==> src/rtl/perceptron_trainable.sv <==
// N-input perceptron: one shared MAC for inference and a parallel
// saturating perceptron-rule update of all weights plus the bias.

module perceptron_wlane #(
  parameter int IN_W = 4,
  parameter int W_W  = 8
) (
  input  logic signed [W_W-1:0]  w_i,
  input  logic signed [IN_W-1:0] x_i,
  input  logic                   sub_i,
  output logic [W_W-1:0]         w_o
);
  localparam int S_W = W_W + IN_W + 1;
  localparam logic signed [S_W-1:0] MAXV = {{(S_W-W_W+1){1'b0}}, {(W_W-1){1'b1}}};
  localparam logic signed [S_W-1:0] MINV = {{(S_W-W_W+1){1'b1}}, {(W_W-1){1'b0}}};

  logic signed [S_W-1:0] w_ext, x_ext, sum;

  always_comb begin
    w_ext = {{(S_W-W_W){w_i[W_W-1]}}, w_i};
    x_ext = {{(S_W-IN_W){x_i[IN_W-1]}}, x_i};
    sum   = sub_i ? (w_ext - x_ext) : (w_ext + x_ext);
    if (sum > MAXV)      w_o = MAXV[W_W-1:0];
    else if (sum < MINV) w_o = MINV[W_W-1:0];
    else                 w_o = sum[W_W-1:0];
  end
endmodule

module perceptron_trainable #(
  parameter int N_INPUTS = 2,
  parameter int IN_W     = 4,
  parameter int W_W      = 8,
  parameter int W_INIT   = 1
) (
  input  logic                                                  clk,
  input  logic                                                  rst_n,
  input  logic                                                  in_valid,
  output logic                                                  in_ready,
  input  logic [N_INPUTS*IN_W-1:0]                              x_vec,
  input  logic                                                  train,
  input  logic                                                  target,
  input  logic                                                  wload_en,
  input  logic [$clog2(N_INPUTS+1)-1:0]                         wload_idx,
  input  logic [W_W-1:0]                                        wload_data,
  output logic                                                  out_valid,
  output logic                                                  y,
  output logic [IN_W+W_W+$clog2(N_INPUTS+1)+1-1:0]              acc_out,
  output logic                                                  updated
);
  localparam int IDX_W  = $clog2(N_INPUTS+1);
  localparam int ACC_W  = IN_W + W_W + $clog2(N_INPUTS+1) + 1;
  localparam int PROD_W = IN_W + W_W;

  typedef enum logic [1:0] {S_IDLE, S_MAC, S_DECIDE, S_UPDATE} state_t;

  state_t                             state_q, state_d;
  logic [N_INPUTS*IN_W-1:0]           x_q, x_d;
  logic                               train_q, train_d, target_q, target_d;
  logic [IDX_W-1:0]                   i_q, i_d;
  logic signed [ACC_W-1:0]            acc_q, acc_d, acc_out_q, acc_out_d;
  logic [N_INPUTS-1:0][W_W-1:0]       w_q, w_d, w_upd;
  logic [W_W-1:0]                     bias_q, bias_d, bias_upd;
  logic                               y_q, y_d, out_valid_q, out_valid_d;
  logic                               updated_q, updated_d;

  logic signed [W_W-1:0]              w_sel;
  logic signed [IN_W-1:0]             x_sel;
  logic signed [PROD_W-1:0]           prod;
  logic                               acc_pos;

  // Per-weight saturating update lanes; the bias is a lane whose input is +1.
  for (genvar g = 0; g < N_INPUTS; g++) begin : g_lane
    perceptron_wlane #(.IN_W(IN_W), .W_W(W_W)) u_lane (
      .w_i   (w_q[g]),
      .x_i   (x_q[g*IN_W +: IN_W]),
      .sub_i (!target_q),
      .w_o   (w_upd[g])
    );
  end

  perceptron_wlane #(.IN_W(2), .W_W(W_W)) u_bias (
    .w_i   (bias_q),
    .x_i   (2'sb01),
    .sub_i (!target_q),
    .w_o   (bias_upd)
  );

  always_comb begin
    w_sel = '0;
    x_sel = '0;
    for (int k = 0; k < N_INPUTS; k++) begin
      if (i_q == IDX_W'(k)) begin
        w_sel = w_q[k];
        x_sel = x_q[k*IN_W +: IN_W];
      end
    end
    prod    = w_sel * x_sel;
    acc_pos = (acc_q > 0);
  end

  always_comb begin
    state_d     = state_q;
    x_d         = x_q;
    train_d     = train_q;
    target_d    = target_q;
    i_d         = i_q;
    acc_d       = acc_q;
    acc_out_d   = acc_out_q;
    w_d         = w_q;
    bias_d      = bias_q;
    y_d         = y_q;
    out_valid_d = 1'b0;
    updated_d   = 1'b0;
    unique case (state_q)
      S_IDLE: begin
        // Load is applied before capture so a same-edge write feeds this MAC.
        if (wload_en) begin
          for (int k = 0; k < N_INPUTS; k++)
            if (wload_idx == IDX_W'(k)) w_d[k] = wload_data;
          if (wload_idx == IDX_W'(N_INPUTS)) bias_d = wload_data;
        end
        if (in_valid) begin
          x_d      = x_vec;
          train_d  = train;
          target_d = target;
          acc_d    = {{(ACC_W-W_W){bias_d[W_W-1]}}, bias_d};
          i_d      = '0;
          state_d  = S_MAC;
        end
      end
      S_MAC: begin
        acc_d = acc_q + {{(ACC_W-PROD_W){prod[PROD_W-1]}}, prod};
        i_d   = i_q + 1'b1;
        if (i_q == IDX_W'(N_INPUTS-1)) state_d = S_DECIDE;
      end
      S_DECIDE: begin
        y_d         = acc_pos;
        acc_out_d   = acc_q;
        out_valid_d = 1'b1;
        state_d     = (train_q && (acc_pos != target_q)) ? S_UPDATE : S_IDLE;
      end
      S_UPDATE: begin
        w_d       = w_upd;
        bias_d    = bias_upd;
        updated_d = 1'b1;
        state_d   = S_IDLE;
      end
      default: state_d = S_IDLE;
    endcase
  end

  always_ff @(posedge clk or negedge rst_n) begin
    if (!rst_n) begin
      state_q     <= S_IDLE;
      x_q         <= '0;
      train_q     <= 1'b0;
      target_q    <= 1'b0;
      i_q         <= '0;
      acc_q       <= '0;
      acc_out_q   <= '0;
      for (int k = 0; k < N_INPUTS; k++) w_q[k] <= W_W'(W_INIT);
      bias_q      <= '0;
      y_q         <= 1'b0;
      out_valid_q <= 1'b0;
      updated_q   <= 1'b0;
    end else begin
      state_q     <= state_d;
      x_q         <= x_d;
      train_q     <= train_d;
      target_q    <= target_d;
      i_q         <= i_d;
      acc_q       <= acc_d;
      acc_out_q   <= acc_out_d;
      w_q         <= w_d;
      bias_q      <= bias_d;
      y_q         <= y_d;
      out_valid_q <= out_valid_d;
      updated_q   <= updated_d;
    end
  end

  assign in_ready  = (state_q == S_IDLE);
  assign out_valid = out_valid_q;
  assign y         = y_q;
  assign acc_out   = acc_out_q;
  assign updated   = updated_q;
endmodule

==> config.mk <==
export PLATFORM = sky130hd
export DESIGN_NAME = perceptron_trainable
export DESIGN_NICKNAME = d
export VERILOG_FILES = /design/src/rtl/perceptron_trainable.sv
export SDC_FILE = /design/constraint.sdc
export NUM_CORES = 1
export LEC_CHECK = 0
export CAP_MARGIN = 40
export CORE_ASPECT_RATIO = 0.6
export CORE_MARGIN = 2
export CORE_UTILIZATION = 40
export CTS_CLUSTER_DIAMETER = 30
export DETAILED_ROUTE_END_ITERATION = 12
export GPL_ROUTABILITY_DRIVEN = 1
export PLACE_DENSITY = 0.7
export SLEW_MARGIN = 20
export SYNTH_ARGS = -nofsm -noshare
export SYNTH_HDL_FRONTEND = slang
export SYNTH_SLANG_ARGS = --single-unit
==> constraint.sdc <==
create_clock -name clk -period 8.7 [get_ports clk]
set_clock_uncertainty 0.1 [all_clocks]
set_input_delay 1.74 -clock clk [delete_from_list [all_inputs] [get_ports clk]]
set_output_delay 1.74 -clock clk [all_outputs]
set_load 0.05 [all_outputs]
# [Yosys cells after proc, flatten, opt, wreduce, memory -nomap -nowiden]
# Index checks and enable logic that the tools add are counted.
[op_classes] n_addsub=8 mul=1 n_div=0 magnitude_cmp=7 eq_ne=12 n_shift=0 muxes=30 bitwise_logic=0 n_reduce_logical=11
[op_table] cell="$mux W8" count=12
[op_table] cell="$pmux W16 S2" count=1
[op_table] cell="$pmux W15 S2" count=1
[op_table] cell="$gt A13 B8 Y1 const B" count=2
[op_table] cell="$lt A13 B8 Y1 const B" count=2
[op_table] cell="$mux W13" count=2
[op_table] cell="$add A8 B4 Y9" count=2
[op_table] cell="$sub A8 B4 Y9" count=2
[op_table] cell="$mux W16" count=1
[op_table] cell="$pmux W8 S2" count=1
[op_table] cell="$add A15 B15 Y15" count=1
[op_table] cell="$gt A15 B1 Y1 const B" count=1
[op_table] cell="$mux W15" count=1
[op_table] cell="$mul A8 B4 Y12" count=1
[op_table] cell="$gt A11 B8 Y1 const B" count=1
[op_table] cell="$lt A11 B8 Y1 const B" count=1
[op_table] cell="$mux W11" count=1
[op_table] cell="$add A8 B2 Y9 const B" count=1
[op_table] cell="$sub A8 B2 Y9 const B" count=1
[op_table] cell="$mux W2" count=4
[op_table] cell="$mux W4" count=2
[op_table] cell="$pmux W2 S4" count=1
[op_table] cell="$eq A2 B1 Y1 const B" count=3
[op_table] cell="$eq A2 B2 Y1 const B" count=3
[op_table] cell="other kinds (11)" count=21
[word_totals] ff_bits=71 latch_bits=0 mem_bits_rw=0 mem_bits_ro=0 inputBits=24 out_inout_bits=19 word_cells=82 n_memories=0

# [Longest topological paths before layout]
# Gate-level depths: netlist (run 1).
[logic_depth] word_depth=6 depth_mapped=28 depth_no_buf=27

# [Hierarchy]
# From an unflattened synthesis (run 1), not the netlist that was laid out.
[unflattened] hier_cells=822 area_unflattened_um2=7138.1
[modules_own_cells] module="perceptron_trainable" n_inst=1 cells_per_inst=530 area_per_inst_um2=5007.3 seq_area_each_um2=1779.2
[modules_own_cells] module="perceptron_wlane at g_lane[0].u_lane ..." n_inst=2 cells_per_inst=89 area_per_inst_um2=655.6 seq_area_each_um2=0.0
[modules_own_cells] module="perceptron_wlane at u_bias" n_inst=1 cells_per_inst=114 area_per_inst_um2=819.5 seq_area_each_um2=0.0

# [Worst setup path before layout (run 1)]
# No wires, ideal clock.
[synth_timing] path_kind="register to register" startpoint="reg i_q[1]" endpoint="reg acc_q[14]" t_arrival_ns=5.712 required_time_ns=8.506 slack_ns=2.794 path_stages_with_launch=26 n_path_buf=2 period_less_slack_ns=5.906 cell_sequence="dfrtp_1 > inv_1 > ha_1 > buf_2 > buf_1 > a22oi_1 > or2_2 > fa_1 > fa_1 > fa_1 > inv_1 > ha_1 > a21o_1 > a21oi_1 > o21bai_1 > a21oi_1 > o21ai_0 > xor2_1 > ha_1 > a21oi_1 > o21ai_0 > a2111oi_0 > a21oi_1 > xnor2_1 > nor3_1 > a211oi_1"
[synth_between] elab_chain_cells=6
[synth_rtl] element="from (decl)" line_no="59" source="logic [IDX_W-1:0] i_q, i_d;"
[synth_rtl] element="from (signal assigned)" line_no="171" source="i_q <= i_d;"
[synth_rtl] element="$logic_not A2 Y1" line_no="92" source="if (i_q == IDX_W'(k)) begin"
[synth_rtl] element="$mux W8 / $mux W4 (equally long branches) (2 in a row)" line_no="92"
[synth_rtl] element="$mul A8 B4 Y12 *" line_no="97" source="prod = w_sel * x_sel;"
[synth_rtl] element="$add A15 B15 Y15 *" line_no="132" source="acc_d = acc_q + {{(ACC_W-PROD_W){prod[PROD_W-1]}}, prod};"
[synth_rtl] element="$pmux W15 S2 *" line_no="114" source="unique case (state_q)"
[synth_rtl] element="to (signal assigned)" line_no="159" source="acc_q <= '0;"
[synth_rtl] element="to (signal assigned)" line_no="172" source="acc_q <= acc_d;"
[synth_rtl] element="to (decl)" line_no="60" source="logic signed [ACC_W-1:0] acc_q, acc_d, acc_out_q, acc_out_d;"
# Every way passes the cells marked *; elsewhere a longest branch is shown, timed or not.
# A chain may end at the register's enable or synchronous reset.

# [Worst setup path in the final report (run 1)]
# Ends and elaborated chain as after synthesis.

==> PnR_summary.wiki, run 1 <==
{| class="wikitable"
! Metric !! Value
|-
| IO Count || 43
|-
| Most prevalent standard cell on the critical path || fa_1
|-
| # Post-CTS Setup Buffers || 0
|-
| Multi-input logic area || 4430 sq um
|-
| Worst hold-check path type || reg -> reg
|-
| Global route overflow || 0
|-
| Synthesized net count || 850
|-
| Initial DRC Count || 425
|-
| Endpoint kind of the worst setup timing path || register
|-
| Overall die height || 103 microns
|-
| Number of synthesized register bits || 71
|-
| Reg-to-Reg Start || i_q[1]
|-
| Critical path's largest stage delay || 0.59 ns
|-
| Number of clock sinks || 71
|-
| Buf+Inv Stages, Crit Path || 4
|-
| Number of routed nets with antenna violations || 0
|-
| Horizontal die dimension || 169 microns
|-
| Number of filler instances in the final layout || 1533
|-
| Average wire per cell in the routed design || 16.5 microns
|-
| Result of the run || completed
|-
| Pin count of the biggest net entering global routing || 46
|-
| Final Hold Viols || 0
|-
| Number of antenna violations at the first check in global routing || 0
|-
| Num CTS Buffers || 9
|-
| CTS tree || built
|-
| Area of the die || 17300 sq um
|-
| Layout Cell Area excl Fill || 7450 sq um
|-
| Bufs on Longest Clock Path || 2
|-
| Clock Root Buffer || clkbuf_16
|-
| Resize count post-CTS || 0
|-
| Max capacitance violation total || 0
|-
| Total half-perimeter wirelength after legalization and detailed placement || 12600 microns
|-
| Setup tns final || 0 ns
|-
| Setup repair after global routing missed its margin || false
|-
| # nets final || 890
|-
| Most area-consuming cells after synthesis || dfrtp_1, ha_1, fa_1, mux2_2, nor2_1
|-
| Total number of placement rows || 36
|-
| Synth top cells by count || nor2_1, ha_1, dfrtp_1
|-
| Type of the worst setup path || reg -> reg
|-
| Portion of synthesized cell area occupied by the leading cell type || 0.266
|-
| Ratio of final minimum period to clock period || 0.742
|-
| Relative slew slack || 0.489
|-
| Sequential cell area || 1780 sq um
|-
| Global routing usage summed across all routing layers || 0.198
|-
| First element of the critical path || i_q[1]
|-
| Final Setup Violations || 0
|-
| Starting Density || 0.404
|-
| Pre-Repair DR Iteration Count || 5
|-
| Register-to-Register Path Depth || 23
|-
| Actual transition at the worst max-transition pin || 0.766 ns
|-
| GP Congestion || 0.942
|-
| CTS Hold Buffers Added || 0
|-
| R2R Path End || acc_q[14]
|-
| Area added between synthesis and finish || 14.7%
|-
| Number of enable-type register cells in the synthesized netlist || 0
|-
| Biggest area consumer among synthesized cells || dfrtp_1
|-
| Core Region || 16100 sq um
|-
| Synth unique cells || 68
|-
| Max Freq || 155 MHz
|-
| Syn Area/Cell || 8.87 sq um
|-
| Critical path peak fanout || 25
|-
| Crit start category || register
|-
| Arrival time at the worst endpoint || 6.61 ns
|-
| Share of the yosys chip area belonging to registers || 0.274
|-
| Clock slew seen by the registers of the worst setup and hold paths || 0.07 ns
|-
| Max-slew violation total from the final report || 0
|-
| Endpoint of the worst setup timing path || acc_q[14]
|-
| Worst skew pair latency || 0.35 ns
|-
| Post-Route WL || 16300 microns
|-
| Total vias in the final route || 5461
|-
| Critical-path top delay cell || a22oi_1
|-
| Cell count after synthesis || 733
|-
| Worst reg2reg setup slack || 2.24 ns
|-
| Total number of cells along the worst setup path || 23
|-
| Depth of the CTS H-tree || 3
|-
| Antenna fix cells || 0
|-
| DP Area || 7140 sq um
|-
| Cells along the critical path || inv_1 -> ha_1 -> buf_6 -> nor2b_1 -> a22oi_1 -> or2_2 -> fa_1 -> fa_1 -> fa_1 -> inv_1 -> ha_1 -> inv_1 -> fa_1 -> nor2b_1 -> o2111ai_1 -> a31oi_1 -> xnor2_1 -> ha_1 -> a2111oi_0 -> a21oi_1 -> xnor2_1 -> nor3_1 -> a211oi_1
|-
| Share of post-route cells with drive strength above 1 || 0.103
|-
| Async SR Flop Fraction || 1.00
|-
| Post-layout min period || 6.46 ns
|-
| # port buffers || 42
|-
| Minimum setup slack in the final design || 2.24 ns
|-
| Drc violations || 0
|-
| Data required time of the worst path || 8.86 ns
|-
| Worst slack at placement || 1.96 ns
|-
| Most frequently used cell type in the post-synthesis netlist || nor2_1
|-
| Dominant synthesized flop cell || dfrtp_1
|-
| Total standard cell area after synthesis || 6500 sq um
|-
| Family with the most delay on the worst path || adder cells
|-
| Global-route wire length before repair || 26900 microns
|-
| Vias in the first global route || 5065
|-
| Via density || 5.53
|-
| Syn. warnings || 0
|}
how the worst min path moves through the flow:
stage / start / to / cells after the start
floorplan: train_q / train_q / 1
global placement: train_q / train_q / 1
detailed placement: train_q / train_q / 1
CTS: train_q / train_q / 1
global route: train_q / train_q / 1
finish: train_q / train_q / 1
worst reg2reg max path: stages (launching register included):
cell,delay [ns]
dfrtp_1,0.36
inv_1,0.09
ha_1,0.21
buf_6,0.22
nor2b_1,0.09
a22oi_1,0.59
or2_2,0.24
fa_1,0.45
fa_1,0.53
fa_1,0.48
inv_1,0.08
ha_1,0.17
inv_1,0.06
fa_1,0.40
nor2b_1,0.20
o2111ai_1,0.16
a31oi_1,0.22
xnor2_1,0.34
ha_1,0.42
a2111oi_0,0.39
a21oi_1,0.15
xnor2_1,0.20
nor3_1,0.06
a211oi_1,0.17
cell usage in the layout (no fill, tap or decap), types with 4 or more instances in the layout:
cell type / count
nand2b_1: 6
xor2_1: 9
a21oi_1: 54
nor3_1: 11
a21oi_2: 4
or3_1: 7
a211oi_1: 5
mux2i_1: 12
inv_1: 53
clkdlybuf4s50_1: 41
ha_1: 72
inv_6: 4
o21ai_1: 9
a222oi_1: 5
dfrtp_1: 69
nor2_1: 89
nand2_1: 61
o22ai_1: 4
buf_4: 4
o21bai_1: 4
mux2_2: 34
clkbuf_16: 9
a31oi_1: 8
nand3b_1: 4
nand3_1: 14
o21a_1: 6
nor4_1: 5
o221ai_1: 9
nor2b_1: 14
xnor2_1: 29
fa_1: 21
o21ai_0: 35
a21o_1: 10
logic make-up after synthesis:
family	count (synthesis)	share of synthesized area
xor+xnor	40	0.0562
buf+inv	73	0.0454
fa+ha+maj	93	0.203
flops	71	0.274
compound gates	180	0.182
simple gates	230	0.162
mux	46	0.0774
state kept, by name (all words and copies together) (netlist names), 2 cells and up:
name and cells:
acc_out 15, acc_q 15, bias_q 8, i_q 2, state_q 2, w_q 16
x_q 8
stage by stage:
stage / std cells / hold slack, ns / utilization
2_1_floorplan: 733 / 0.371 / -
3_3_place_gp: 968 / 0.380 / 0.442
3_5_place_dp: 969 / 0.394 / 0.444
4_1_cts: 985 / 0.408 / 0.462
5_1_grt: 987 / 0.420 / 0.464
6_report: 987 / 0.406 / 0.464
layer usage:
layer / share of wire / wire (microns) / vias to the layer above / global-route usage
li1: - / - / 2679 / -
met1: 0.54 / 8730 / 2572 / 0.315
met2: 0.37 / 6040 / 197 / 0.268
met3: 0.083 / 1360 / 13 / 0.0480
met4: 0.0081 / 132 / 0 / 0.0371
met5: 0 / 0 / - / 0
cell type report:
cell class,count,share of cell area
multi-input cells,589,0.594
flip-flops and latches,71,0.239
repair buffers,48,0.0663
well taps,209,0.0351
clock buffers,9,0.0302
inverters,54,0.0272
clock inverters,7,0.00890
Power of run 1 is not shown: default switching activity piles up to over one toggle a cycle in this logic, so the estimate is an artifact.
==> inputs of run 2 (changes only) <==
==> constraint.sdc (replaced) <==
create_clock -name clk -period 6.4 [get_ports clk]
set_clock_uncertainty 0.1 [all_clocks]
set_input_delay 1.28 -clock clk [delete_from_list [all_inputs] [get_ports clk]]
set_output_delay 1.28 -clock clk [all_outputs]
set_load 0.05 [all_outputs]
==> PnR_summary.wiki, run 2 (same netlist as run 1, synthesis figures left out) <==
{| class="wikitable"
! Metric !! Value
|-
| Result of the run || completed (unchanged)
|-
| Most common cell after layout, fill and taps aside || nor2_1 (unchanged)
|-
| Total vias in the final route || 5524 (was 5461)
|-
| Worst skew pair latency || 0.34 ns (was 0.35 ns)
|-
| # nets final || 896 (was 890)
|-
| Area added between synthesis and finish || 15.7% (was 14.7%)
|-
| Data required time of the worst path || 6.55 ns (was 8.86 ns)
|-
| Max Freq || 166 MHz (was 155 MHz)
|-
| Num CTS Buffers || 9 (unchanged)
|-
| Actual transition at the worst max-transition pin || 0.713 ns (was 0.766 ns)
|-
| Bufs on Longest Clock Path || 2 (unchanged)
|-
| Buf+Inv Stages, Crit Path || 3 (was 4)
|-
| Final Hold Viols || 0 (unchanged)
|-
| GP Congestion || 0.894 (was 0.942)
|-
| Endpoint kind of the worst setup timing path || register (unchanged)
|-
| Area of the die || 17300 sq um (unchanged)
|-
| Setup tns final || 0 ns (unchanged)
|-
| Global-route wire length before repair || 27000 microns (was 26900 microns)
|-
| Critical-path top delay cell || fa_1 (was a22oi_1)
|-
| Antenna fix cells || 0 (unchanged)
|-
| Pin count of the biggest net entering global routing || 52 (was 46)
|-
| CTS tree || built (unchanged)
|-
| Number of antenna violations at the first check in global routing || 0 (unchanged)
|-
| Max capacitance violation total || 0 (unchanged)
|-
| Pre-Repair DR Iteration Count || 5 (unchanged)
|-
| Vias in the first global route || 5132 (was 5065)
|-
| Depth of the CTS H-tree || 3 (unchanged)
|-
| Biggest register || w_q (unchanged)
|-
| Total half-perimeter wirelength after legalization and detailed placement || 12800 microns (was 12600 microns)
|-
| Highest-count cells in the layout ignoring fill and taps || nor2_1, ha_1, dfrtp_1, nand2_1, inv_1 (was nor2_1, ha_1, dfrtp_1, nand2_1, a21oi_1)
|-
| Number of filler instances in the final layout || 1527 (was 1533)
|-
| CTS Hold Buffers Added || 0 (unchanged)
|-
| Crit start category || register (unchanged)
|-
| Post-layout min period || 6.02 ns (was 6.46 ns)
|-
| Via density || 5.56 (was 5.53)
|-
| Total number of placement rows || 36 (unchanged)
|-
| Max-slew violation total from the final report || 0 (unchanged)
|-
| Initial DRC Count || 491 (was 425)
|-
| Type of the worst setup path || reg -> reg (unchanged)
|-
| Ratio of final minimum period to clock period || 0.941 (was 0.742)
|-
| Global route overflow || 0 (unchanged)
|-
| Final Setup Violations || 0 (unchanged)
|-
| Relative slew slack || 0.524 (was 0.489)
|-
| Starting Density || 0.404 (unchanged)
|-
| Horizontal die dimension || 169 microns (unchanged)
|-
| Clock Root Buffer || clkbuf_16 (unchanged)
|-
| Overall die height || 103 microns (unchanged)
|-
| Number of routed nets with antenna violations || 0 (unchanged)
|-
| Post-Route WL || 16500 microns (was 16300 microns)
|-
| Family with the most delay on the worst path || adder cells (unchanged)
|-
| Critical path's largest stage delay || 0.57 ns (was 0.59 ns)
|-
| Setup repair after global routing missed its margin || false (unchanged)
|-
| # port buffers || 42 (unchanged)
|-
| Critical path peak fanout || 24 (was 25)
|-
| Global routing usage summed across all routing layers || 0.199 (was 0.198)
|-
| Average wire per cell in the routed design || 16.6 microns (was 16.5 microns)
|-
| Number of clock sinks || 71 (unchanged)
|-
| Clock slew seen by the registers of the worst setup and hold paths || 0.07 ns (about the same)
|-
| Worst hold-check path type || reg -> reg (unchanged)
|-
| Drc violations || 0 (unchanged)
|-
| Core Region || 16100 sq um (unchanged)
|-
| Share of post-route cells with drive strength above 1 || 0.114 (was 0.103)
|-
| IO Count || 43 (unchanged)
|-
| Max FFs per register || 16 (unchanged)
|-
| Arrival time at the worst endpoint || 6.18 ns (was 6.61 ns)
|}
[run 2: repair_timing]
action                     in CTS  in global routing
setup endpoints to repair       0                  1
setup buffers                   0                  0
gates resized for setup         0                  5
[run 2: cell type report]
type                    instances  area, sq um  share of cell area
repair buffers                 54          539              0.0717
inverters                      54          203              0.0270
multi-input cells             589         4440               0.591
clock inverters                 7         71.3             0.00948
well taps                     209          262              0.0348
flip-flops and latches         71         1780               0.237
clock buffers                   9          225              0.0299
[run 2: path summary, 6_finish.rpt]
check	cells past startpoint	to	start	slack, ns
worst min register to register	1	acc_out[8]	acc_out[8]	0.41
max in group asynchronous	2	w_q[8]	rst_n	4.85
min in group asynchronous	1	acc_out[13]	rst_n	0.72
worst min-delay path	1	acc_out[8]	acc_out[8]	0.41
worst max register to register	25	acc_q[14]	i_q[1]	0.38
worst max-delay path	25	acc_q[14]	i_q[1]	0.38
[run 2: stage by stage]
stage	cell area [sq um]	hold slack, ns	util	setup slack, ns	cells
6_report	7520	0.407	0.468	0.376	993
4_1_cts	7490	0.407	0.466	0.298	992
5_1_grt	7520	0.409	0.468	0.0393	993
2_1_floorplan	6500	0.371	-	0.494	733
3_3_place_gp	7160	0.381	0.445	0.578	975
3_5_place_dp	7190	0.391	0.447	0.406	976
[run 2: worst reg2reg max path, cell delays in order (launching register included)]
cell,delay [ns]
dfrtp_1,0.36
inv_1,0.09
ha_1,0.25
buf_6,0.23
nor2_1,0.07
a21oi_1,0.19
nand2b_1,0.11
fa_1,0.53
fa_1,0.52
fa_1,0.57
inv_1,0.06
ha_1,0.20
a21o_1,0.19
a21oi_2,0.18
o21bai_1,0.10
a21oi_2,0.17
o21ai_0,0.14
xor2_1,0.18
ha_1,0.37
a21oi_1,0.16
o21ai_0,0.13
a2111oi_1,0.42
a21oi_1,0.14
xnor2_1,0.25
nor3_1,0.07
a211oi_1,0.17
[run 2: per-layer routing]
layer	vias up	part of all wire	routed length, microns	track usage
met3	13	0.071	1170	0.0453
met1	2645	0.54	8900	0.314
met5	-	0	0	0
met2	173	0.38	6320	0.275
met4	0	0.0064	106	0.0345
li1	2693	-	-	-
Power of run 2 is left out for the same reason.
==> inputs of run 3 (changes only) <==
--- a/config.mk
+++ b/config.mk
@@ -7,12 +7,12 @@
 export LEC_CHECK = 0
 export CAP_MARGIN = 40
 export CORE_ASPECT_RATIO = 0.6
-export CORE_MARGIN = 2
-export CORE_UTILIZATION = 40
+export CORE_MARGIN = 4
+export CORE_UTILIZATION = 35
 export CTS_CLUSTER_DIAMETER = 30
 export DETAILED_ROUTE_END_ITERATION = 12
 export GPL_ROUTABILITY_DRIVEN = 1
-export PLACE_DENSITY = 0.7
+export PLACE_DENSITY = 0.64
 export SLEW_MARGIN = 20
 export SYNTH_ARGS = -nofsm -noshare
 export SYNTH_HDL_FRONTEND = slang
==> PnR_summary.wiki, run 3 (same netlist as run 1, synthesis figures left out) <==
{| class="wikitable"
! Metric !! Value
|-
| Cells along the critical path || inv_1 -> ha_1 -> nor2b_1 -> a22oi_1 -> or2_2 -> fa_1 -> fa_1 -> fa_1 -> inv_1 -> ha_1 -> inv_1 -> fa_1 -> nor2b_1 -> o2111ai_1 -> a31oi_1 -> xnor2_1 -> ha_1 -> a2111oi_1 -> a21oi_1 -> xnor2_1 -> nor3_1 -> a211oi_1
|-
| Max Freq || 167 MHz (was 166 MHz)
|-
| Share of post-route cells with drive strength above 1 || 0.111 (was 0.114)
|-
| Family with the most delay on the worst path || adder cells (unchanged)
|-
| Pin count of the biggest net entering global routing || 50 (was 52)
|-
| Drc violations || 0 (unchanged)
|-
| Average wire per cell in the routed design || 16.0 microns (was 16.6 microns)
|-
| Total half-perimeter wirelength after legalization and detailed placement || 12900 microns (was 12800 microns)
|-
| Number of clock sinks || 71 (unchanged)
|-
| # Post-CTS Setup Buffers || 0 (unchanged)
|-
| Critical path's largest stage delay || 0.58 ns (was 0.57 ns)
|-
| Post-Route WL || 16400 microns (was 16500 microns)
|-
| Overall die height || 114 microns (was 103 microns)
|-
| Antenna fix cells || 0 (unchanged)
|-
| Bufs on Longest Clock Path || 2 (unchanged)
|-
| Endpoint kind of the worst setup timing path || register (unchanged)
|-
| Max capacitance violation total || 0 (unchanged)
|-
| Number of antenna violations at the first check in global routing || 0 (unchanged)
|-
| Met3 Wirelength || 1120 microns (was 1170 microns)
|-
| Horizontal die dimension || 184 microns (was 169 microns)
|-
| Most prevalent standard cell on the critical path || fa_1
|-
| Worst reg2reg setup slack || 0.40 ns (was 0.38 ns)
|-
| Crit start category || register (unchanged)
|-
| Worst hold-check path type || reg -> reg (unchanged)
|-
| Register-to-Register Path Depth || 22 (was 25)
|-
| Total vias in the final route || 5379 (was 5524)
|-
| GP Congestion || 0.916 (was 0.894)
|-
| DR top layer || met4 (unchanged)
|-
| R2R Path End || acc_q[14] (unchanged)
|-
| Arrival time at the worst endpoint || 6.16 ns (was 6.18 ns)
|-
| Setup tns final || 0 ns (unchanged)
|-
| Setup repair after global routing missed its margin || false (unchanged)
|-
| Num CTS Buffers || 9 (unchanged)
|-
| Global routing usage summed across all routing layers || 0.162 (was 0.199)
|-
| Depth of the CTS H-tree || 3 (unchanged)
|-
| Area of the die || 20900 sq um (was 17300 sq um)
|-
| Initial DRC Count || 411 (was 491)
|-
| Max-slew violation total from the final report || 0 (unchanged)
|-
| Worst skew pair latency || 0.35 ns (was 0.34 ns)
|-
| IO Count || 43 (unchanged)
|-
| Highest-count cells in the layout ignoring fill and taps || nor2_1, ha_1, dfrtp_1, nand2_1, a21oi_1 (was nor2_1, ha_1, dfrtp_1, nand2_1, inv_1)
|-
| Via density || 5.25 (was 5.56)
|-
| Global route overflow || 0 (unchanged)
|-
| M1 WL || 9260 microns (was 8900 microns)
|-
| Area added between synthesis and finish || 16.2% (was 15.7%)
|-
| Global-route wire length before repair || 27100 microns (was 27000 microns)
|-
| Type of the worst setup path || reg -> reg (unchanged)
|-
| Hold path cells || 1 (unchanged)
|-
| Max FFs per register || 16 (unchanged)
|-
| # port buffers || 42 (unchanged)
|-
| Clock Root Buffer || clkbuf_16 (unchanged)
|-
| Vias in the first global route || 5048 (was 5132)
|-
| Post-layout min period || 6.00 ns (was 6.02 ns)
|-
| Most common cell after layout, fill and taps aside || nor2_1 (unchanged)
|-
| Actual transition at the worst max-transition pin || 0.717 ns (was 0.713 ns)
|-
| Number of routed nets with antenna violations || 0 (unchanged)
|-
| Met2 layer wire length in the routed design || 5960 microns (was 6320 microns)
|-
| Starting Density || 0.358 (was 0.404)
|-
| Final Setup Violations || 0 (unchanged)
|-
| Biggest register || w_q (unchanged)
|-
| Data required time of the worst path || 6.56 ns (was 6.55 ns)
|-
| Pre-Repair DR Iteration Count || 6 (was 5)
|-
| Relative slew slack || 0.521 (was 0.524)
|-
| Result of the run || completed (unchanged)
|-
| Total number of placement rows || 38 (was 36)
|-
| Worst Hold End || train_q (was acc_out[8])
|-
| Buf+Inv Stages, Crit Path || 3 (unchanged)
|-
| Critical path peak fanout || 7 (was 24)
|-
| Ratio of final minimum period to clock period || 0.937 (was 0.941)
|-
| Hold Startpoint || train_q (was acc_out[8])
|-
| Critical-path top delay cell || xnor2_1 (was fa_1)
|-
| Reg-to-Reg Start || i_q[0] (was i_q[1])
|-
| # nets final || 897 (was 896)
|-
| CTS tree || built (unchanged)
|-
| Final Hold Viols || 0 (unchanged)
|-
| Clock slew seen by the registers of the worst setup and hold paths || 0.07 ns (about the same)
|-
| Core Region || 18200 sq um (was 16100 sq um)
|}
-- run 3: cell count changes in the layout (fill, tap and decap cells not counted) --
cell	before	now
a21oi_1	52	54
a21oi_2	6	4
buf_4	10	11
clkinv_4	1	0
inv_8	1	2
o21ai_0	35	34
o21ai_1	9	10
xnor2_1	28	29
xnor2_2	2	1
-- run 3: layer usage --
metal,up-vias,global-route usage
met5,-,0
met4,0,0.0246
met3,9,0.0354
met2,148,0.202
met1,2535,0.277
li1,2687,-
-- run 3: how the worst max path moves through the flow --
stage | startpoint | endpoint | depth (start not counted)
after global routing | i_q[0] | acc_q[14] | 24
after floorplan | i_q[1] | acc_q[14] | 25
final | i_q[0] | acc_q[14] | 22
after CTS | i_q[1] | acc_q[14] | 25
after global placement | i_q[1] | acc_q[14] | 23
after detailed placement | i_q[1] | acc_q[14] | 25
-- run 3: area by class of cell --
type                    count  area (sq um)
multi-input cells         589          4430
flip-flops and latches     71          1780
inverters                  54           203
well taps                 240           300
repair buffers             55           547
fillers                  1811         10600
clock buffers               9           225
clock inverters             7          73.8
-- run 3: per-stage QoR --
| step | cell area, sq um | worst slack [ns] | util | hold slack (ns) | std cells |
|---|---|---|---|---|---|
| 2_1_floorplan | 6500 | 0.494 | - | 0.371 | 733 |
| 3_3_place_gp | 7210 | 0.560 | 0.397 | 0.385 | 1007 |
| 3_5_place_dp | 7240 | 0.398 | 0.398 | 0.388 | 1008 |
| 4_1_cts | 7530 | 0.359 | 0.415 | 0.402 | 1024 |
| 5_1_grt | 7550 | 0.00574 | 0.416 | 0.438 | 1025 |
| 6_report | 7550 | 0.403 | 0.416 | 0.402 | 1025 |
-- run 3: repair_timing --
action,in CTS,in global routing
endpoints found under the hold margin,0,0
resized for setup,0,3
setup endpoints to repair,0,1
hold buffers,0,0
Power of run 3 is left out for the same reason.
